## config.mk

```make
export PLATFORM = sky130hd
export DESIGN_NAME = sort_loader
export DESIGN_NICKNAME = d
export VERILOG_FILES = /design/src/rtl/sort_loader.sv
export SDC_FILE = /design/constraint.sdc
export NUM_CORES = 1
export LEC_CHECK = 0
export ABC_CLOCK_PERIOD_IN_PS = 2000
export CAP_MARGIN = 20
export CORE_MARGIN = 2
export CORE_UTILIZATION = 38
export CTS_CLUSTER_SIZE = 8
export DETAILED_ROUTE_END_ITERATION = 10
export GPL_ROUTABILITY_DRIVEN = 0
export SLEW_MARGIN = 30
export SYNTH_ARGS = -nofsm -noshare
export SYNTH_HDL_FRONTEND = slang
export SYNTH_SLANG_ARGS = --single-unit
```

## constraint.sdc

```tcl
create_clock -name clk -period 2 [get_ports clk]
set_clock_uncertainty 0.1 [all_clocks]
set_input_delay 0.2 -clock clk [delete_from_list [all_inputs] [get_ports clk]]
set_output_delay 0.2 -clock clk [all_outputs]
set_load 0.02 [all_outputs]
```

## src/rtl/sort_loader.sv

```systemverilog
// sort_loader
// Upstream feeder for an 8-entry bubble sorter. Accepts world_size-bit words one
// at a time over a valid/ready handshake and packs them into an 8-word parallel
// buffer. After the 8th word is accepted it pulses load for one cycle. It then
// holds off new input for HOLDOFF cycles so the sorter can finish and return to
// its load state.
//
// Ports
//   clk                 rising-edge clock
//   rst                 asynchronous reset, active-low
//   in_valid            in_data holds a word
//   in_data             input word
//   in_ready            block accepts a word on this cycle's closing edge
//   load                one-cycle start pulse to the sorter
//   busy                high while in LOAD or HOLD
//   data_out0..7        packed batch; word k of the batch is on data_outk
module sort_loader #(
  parameter int world_size = 4,
  parameter int HOLDOFF    = 40
) (
  input  logic                  clk,
  input  logic                  rst,
  input  logic                  in_valid,
  input  logic [world_size-1:0] in_data,
  output logic                  in_ready,
  output logic                  load,
  output logic                  busy,
  output logic [world_size-1:0] data_out0,
  output logic [world_size-1:0] data_out1,
  output logic [world_size-1:0] data_out2,
  output logic [world_size-1:0] data_out3,
  output logic [world_size-1:0] data_out4,
  output logic [world_size-1:0] data_out5,
  output logic [world_size-1:0] data_out6,
  output logic [world_size-1:0] data_out7
);

  typedef enum logic [1:0] {
    FILL = 2'd0,
    LOAD = 2'd1,
    HOLD = 2'd2
  } state_t;

  localparam logic [7:0] HOLD_LAST = 8'(HOLDOFF - 1);

  state_t                state_q;
  logic [2:0]            cnt_q;
  logic [7:0]            hcnt_q;
  logic                  in_ready_q;
  logic                  load_q;
  logic                  busy_q;
  logic [world_size-1:0] data_q [8];
  logic                  accept;

  // in_ready_q is only ever high in FILL, so it alone qualifies the handshake.
  assign accept = in_valid && in_ready_q;

  // Outputs are registered: each output register is loaded with the value that
  // belongs to the state being entered, so they change together with state_q.
  always_ff @(posedge clk or negedge rst) begin
    if (!rst) begin
      state_q    <= FILL;
      cnt_q      <= 3'd0;
      hcnt_q     <= 8'd0;
      in_ready_q <= 1'b0;
      load_q     <= 1'b0;
      busy_q     <= 1'b0;
      for (int k = 0; k < 8; k++) data_q[k] <= '0;
    end else begin
      case (state_q)
        FILL: begin
          // Raises in_ready on the first edge after reset release.
          in_ready_q <= 1'b1;
          load_q     <= 1'b0;
          busy_q     <= 1'b0;
          if (accept) begin
            data_q[cnt_q] <= in_data;
            cnt_q         <= cnt_q + 3'd1;
            if (cnt_q == 3'd7) begin
              state_q    <= LOAD;
              in_ready_q <= 1'b0;
              load_q     <= 1'b1;
              busy_q     <= 1'b1;
            end
          end
        end
        LOAD: begin
          state_q    <= HOLD;
          hcnt_q     <= 8'd0;
          in_ready_q <= 1'b0;
          load_q     <= 1'b0;
          busy_q     <= 1'b1;
        end
        HOLD: begin
          hcnt_q <= hcnt_q + 8'd1;
          if (hcnt_q == HOLD_LAST) begin
            state_q    <= FILL;
            in_ready_q <= 1'b1;
            busy_q     <= 1'b0;
          end
        end
        default: begin
          // Unused encoding: restart a clean batch.
          state_q    <= FILL;
          cnt_q      <= 3'd0;
          in_ready_q <= 1'b1;
          load_q     <= 1'b0;
          busy_q     <= 1'b0;
        end
      endcase
    end
  end

  assign in_ready  = in_ready_q;
  assign load      = load_q;
  assign busy      = busy_q;
  assign data_out0 = data_q[0];
  assign data_out1 = data_q[1];
  assign data_out2 = data_q[2];
  assign data_out3 = data_q[3];
  assign data_out4 = data_q[4];
  assign data_out5 = data_q[5];
  assign data_out6 = data_q[6];
  assign data_out7 = data_q[7];

endmodule

```

### Word level (Yosys, flattened, before mapping)

Index checks and enable logic that the tools add are counted.
W data, S select, Z words.

* add/subtract/negate cells: 2
* order comparisons: 2
* equal/unequal tests: 7
* mux-type cells: 19
* bitwise operators: 2
* reductions and logical operators: 8

Operators by type and width (number)
* $bwmux W32: 1
* $pmux W8 S2: 1
* $demux W4 S3: 1
* $add A8 B1 Y8 const B: 1
* $eq A8 B6 Y1 const B: 1
* $mux W1: 6
* $mux W2: 3
* $ne A2 B2 Y1 const B: 3
* $pmux W1 S3: 2
* $pmux W2 S3: 1
* $pmux W3 S2: 1
* $ge A4 B4 Y1 const B: 1
* $lt A4 B1 Y1 const B: 1
* $mux W4: 1
* $not A3 Y4: 1
* $reduce_and A2 Y1: 2
* $add A3 B1 Y3 const B: 1
* $eq A3 B3 Y1 const B: 1
* $mux W3: 1
* $reduce_and A3 Y1: 1
* $eq A2 B1 Y1 const B: 1
* $eq A2 B2 Y1 const B: 1
* $logic_and A1 B1 Y1: 2
* $logic_not A2 Y1: 1
* 4 further kinds: 4

* bits in registers: 48
* word-level logic and storage cells: 54

### Longest topological paths before layout

* word-level depth: 6
* mapped depth: 6

### Least setup slack after synthesis

Ideal clock, no wire load.

* path kind: register to register
* start point: register state_q[0]
* end point: register data_q (netlist bit data_out0[0])
* arrival time: 1.515 ns
* required time: 1.775 ns
* setup slack: 0.260 ns
* cell stages (with the launch flop): 7
* period minus slack after synthesis: 1.740 ns
* cells stage by stage: dfrtp_1 inv_1 ha_1 buf_4 nand4b_1 or3_4 mux2_2

* word-level cells in the longest chain between the ends: 2

Ends and longest elaborated chain
* from (decl): line 46 `state_t state_q;`
* from (signal assigned): line 62 `state_q <= FILL;`
* from (signal assigned): line 80 `state_q <= LOAD;`
* from (signal assigned): line 88 `state_q <= HOLD;`
* $logic_not A2 Y1: line 70 `case (state_q)`
* $reduce_and A2 Y1 (no source line)
* to (signal, indexed assignment): line 77 `data_q[cnt_q] <= in_data;`
* to (decl): line 52 `logic [world_size-1:0] data_q [8];`

Every way passes these cells.
A chain may end at the register's enable or synchronous reset.

### Final worst setup path

* start point: register state_q[1]
* end point: register data_q (netlist bit data_out5[3])

The elaborated chain is that of the path after synthesis.

==> results by group <==
Clock network
  – Post-CTS setup buffers: 0
  – CTS root buffer: clkbuf_8
  – Clock tree from TritonCTS: built
  – CTS max path bufs: 2
  – Num CTS Buffers: 5
  – H-tree lvl count: 2
  – Clock Pin Slew Worst Setup and Hold Paths: about 0.090 ns
  – Worst skew pair latency: roughly 0.3 ns
  – CTS sink count: between 40 and 50

Route
  – Routed WL: between 4 and 5 mm
  – DR DRC count: 0
  – Via density per instance: roughly 5.1
  – Routed WL per cell: 15.7 microns
  – Vias: 1491
  – ANT nets after route: 0
  – DRT iter0 DRCs: 111
  – Pre-Repair DR Iteration Count: 4

Yosys
  – Avg Inst Size Synth: approximately 13 sq um
  – Cell with the most instances after synthesis: dfrtp_1
  – Top cells by area, synth: dfrtp_1 56%, mux2_2 17%, ha_1 3.5%
  – Ys Warns: 0
  – Synth top area share: 55.6%
  – Most frequent cells after synthesis: 48 x dfrtp_1, 33 x mux2_2, 11 x nand2_1
  – Seq cells post-synth: 48
  – Top_reg_cell synth: dfrtp_1
  – Syn Std Cell Area: roughly 2200 sq um
  – Sequential area share after synthesis: between 50% and 60%
  – Synth area leader: dfrtp_1
  – Post-Syn Instances: around 170
  – Synth async-reset ratio: 100%
  – Yosys cell types: 33
  – Post-synth EDFFs: 0
  – Synthesized net count: ~180

STA
  – Slew headroom: 59.9%
  – Final setup violation count: 0
  – Fin crit share: between 90% and 100%
  – Fin. max-slew vios: 0
  – Final Critical Period: about 1.9 ns
  – Hold_ws: 0.391 ns
  – RSZ-0062 raised after global routing: no
  – Hold Violations, Final: 0
  – Final TNS setup: 0 ns
  – Setup WS post-layout: between 0.1 and 0.15 ns
  – Maximum operating frequency: around 540 MHz
  – Worst Max-Slew Pin Slew: ~0.6 ns

Finish
  – NumNets Final: roughly 230
  – Layout cells sized above 1: 26.2%
  – Area of the multi-input gates: ~920 sq um
  – Antenna cells: 0
  – Fin cells: 293
  – Number of fillers in the final layout: 497
  – P&R area growth vs syn: 29.7%
  – Storage cell area: 1200 sq um

Placed design
  – Port bufs: 41
  – Final HPWL from detailed placement: ~3.3 mm
  – Worst slack, placed: around 0.059 ns
  – Cell Count Post-Placement: roughly 280

Global route
  – Vias in the first global route: approximately 1600
  – Grt met2 use: approximately 27%
  – Tot GR Track Use: between 10% and 20%
  – Gr busiest metal: met2
  – M1 GR Usage: a little under a fifth
  – Grt total ovfl: 0
  – Met3 Resource Use GR: 3.73%
  – Initial antenna violation count: 0
  – First-pass GRT wire length: 7.62 mm
  – Largest net degree at the start of global routing: 49

Worst setup path
  – WP data required: 2.09 ns
  – R2r worst-path depth: 5
  – Critical Path Start Type: flip-flop
  – Worst Path Max Fanout: 4
  – Crit path DAT: around 2.0 ns
  – Critical path class: reg -> reg
  – Setup crit end kind: flip-flop

Min path
  – Worst min path class: reg -> reg
  – Hold path depth: 2

Pwr
  – Peak VDD IR: ~700 uV
  – Leak pwr: 1.21 nW
  – Pwr dens: 1490 nW/um^2

Status
  – Status: finished, final reports clean

Floorplan
  – Core region area: ~5500 sq um
  – Die area: between 6000 and 7000 sq um
  – Io pins: 42
  – Die Height: approximately 79 microns
  – FP Rows: 27
  – Die width: between 70 and 80 microns
  – Starting Density: ~39%

Job
  – MaxCap Viol Count: 0
[state kept, by name (all words and copies together) (netlist names), 2 cells and up]
name	flops
data_out7	4
data_out4	4
hcnt_q	8
data_out1	4
data_out2	4
state_q	2
data_out3	4
data_out0	4
data_out6	4
data_out5	4
cnt_q	3
[final timing paths]
kind | slack (ns) | start | end
max in group asynchronous | 0.97 | rst | data_out7[2]$_DFFE_PN0P_
max reg2reg | 0.13 | state_q[1]$_DFFE_PN0P_ | data_out5[3]$_DFFE_PN0P_
min in group asynchronous | 0.42 | rst | state_q[0]$_DFFE_PN0P_
max | 0.13 | state_q[1]$_DFFE_PN0P_ | data_out5[3]$_DFFE_PN0P_
min reg2reg | 0.39 | load$_DFFE_PN0N_ | load$_DFFE_PN0N_
min | 0.39 | load$_DFFE_PN0N_ | load$_DFFE_PN0N_
[what timing repair did]
item	CTS	global route
endpoints found under the setup margin	0	4
hold endpoints to repair	48	0
hold buffers	1	0
gates resized for setup	0	1
[cell families after synthesis]
group | Yosys count | synth area share [%]
adders and majority gates | 6 | 3.47
muxes | 39 | 20.4
AOI/OAI and AO/OA | 21 | 7.81
and+or+nand+nor | 42 | 10.6
DFF | 48 | 55.6
buffers and inverters | 10 | 2.08
[critical path, stage by stage (launching register included)]
cell,delay [ns]
dfrtp_1,0.43
inv_1,0.09
ha_1,0.20
nand4b_1,0.21
nor2_1,0.35
mux2_2,0.38
[metrics by stage]
stage	total power [mW]	utilization, %	cell area [sq um]
after floorplan	2.67	-	2160
after global placement	3.52	49.0	2700
after CTS	4.21	50.9	2800
final	4.17	50.9	2810
after detailed placement	3.60	49.0	2700
after global routing	4.41	50.9	2810
[where the power goes]
part,switching (mW),leakage [nW],internal (mW)
logic,0.937,0.555,1.06
registers,0.233,0.609,1.34
clock network,0.324,0.0445,0.281
[routing by layer]
metal / up-vias / share of wire [%]
met2: 36 / 51
li1: 706 / -
met3: 6 / 2.9
met1: 743 / 45
met5: - / 0
met4: 0 / 1.5
[final cells by class]
type | count | area share, %
Tap cell | 72 | 3.21
Sequential cell | 48 | 42.8
Multi-Input combinational cell | 108 | 32.7
Clock inverter | 1 | 0.268
Timing Repair Buffer | 50 | 16.9
Clock buffer | 7 | 3.08
Inverter | 7 | 0.937
[cells in the final DEF (no fill, tap or decap), drive strengths merged]
cell            n
dfrtp          48
clkdlybuf4s50  40
mux2           35
nand2          11
buf             9
nand3           8
inv             7
clkbuf          7
ha              6
nor2            6
o211ai          5
nand2b          5
mux2i           4
o21ai           4
a22o            3
or3             3
nand4           2
a21boi          2
o2bb2ai         2
or4             2
o21a            1
nand4b          1
a21bo           1
nor3            1
a21o            1
nor4            1
o311ai          1
o31ai           1
nor2b           1
and2b           1
clkinvlp        1
dlygate4sd3     1
Note: power is estimated with default switching activity, not from simulation.
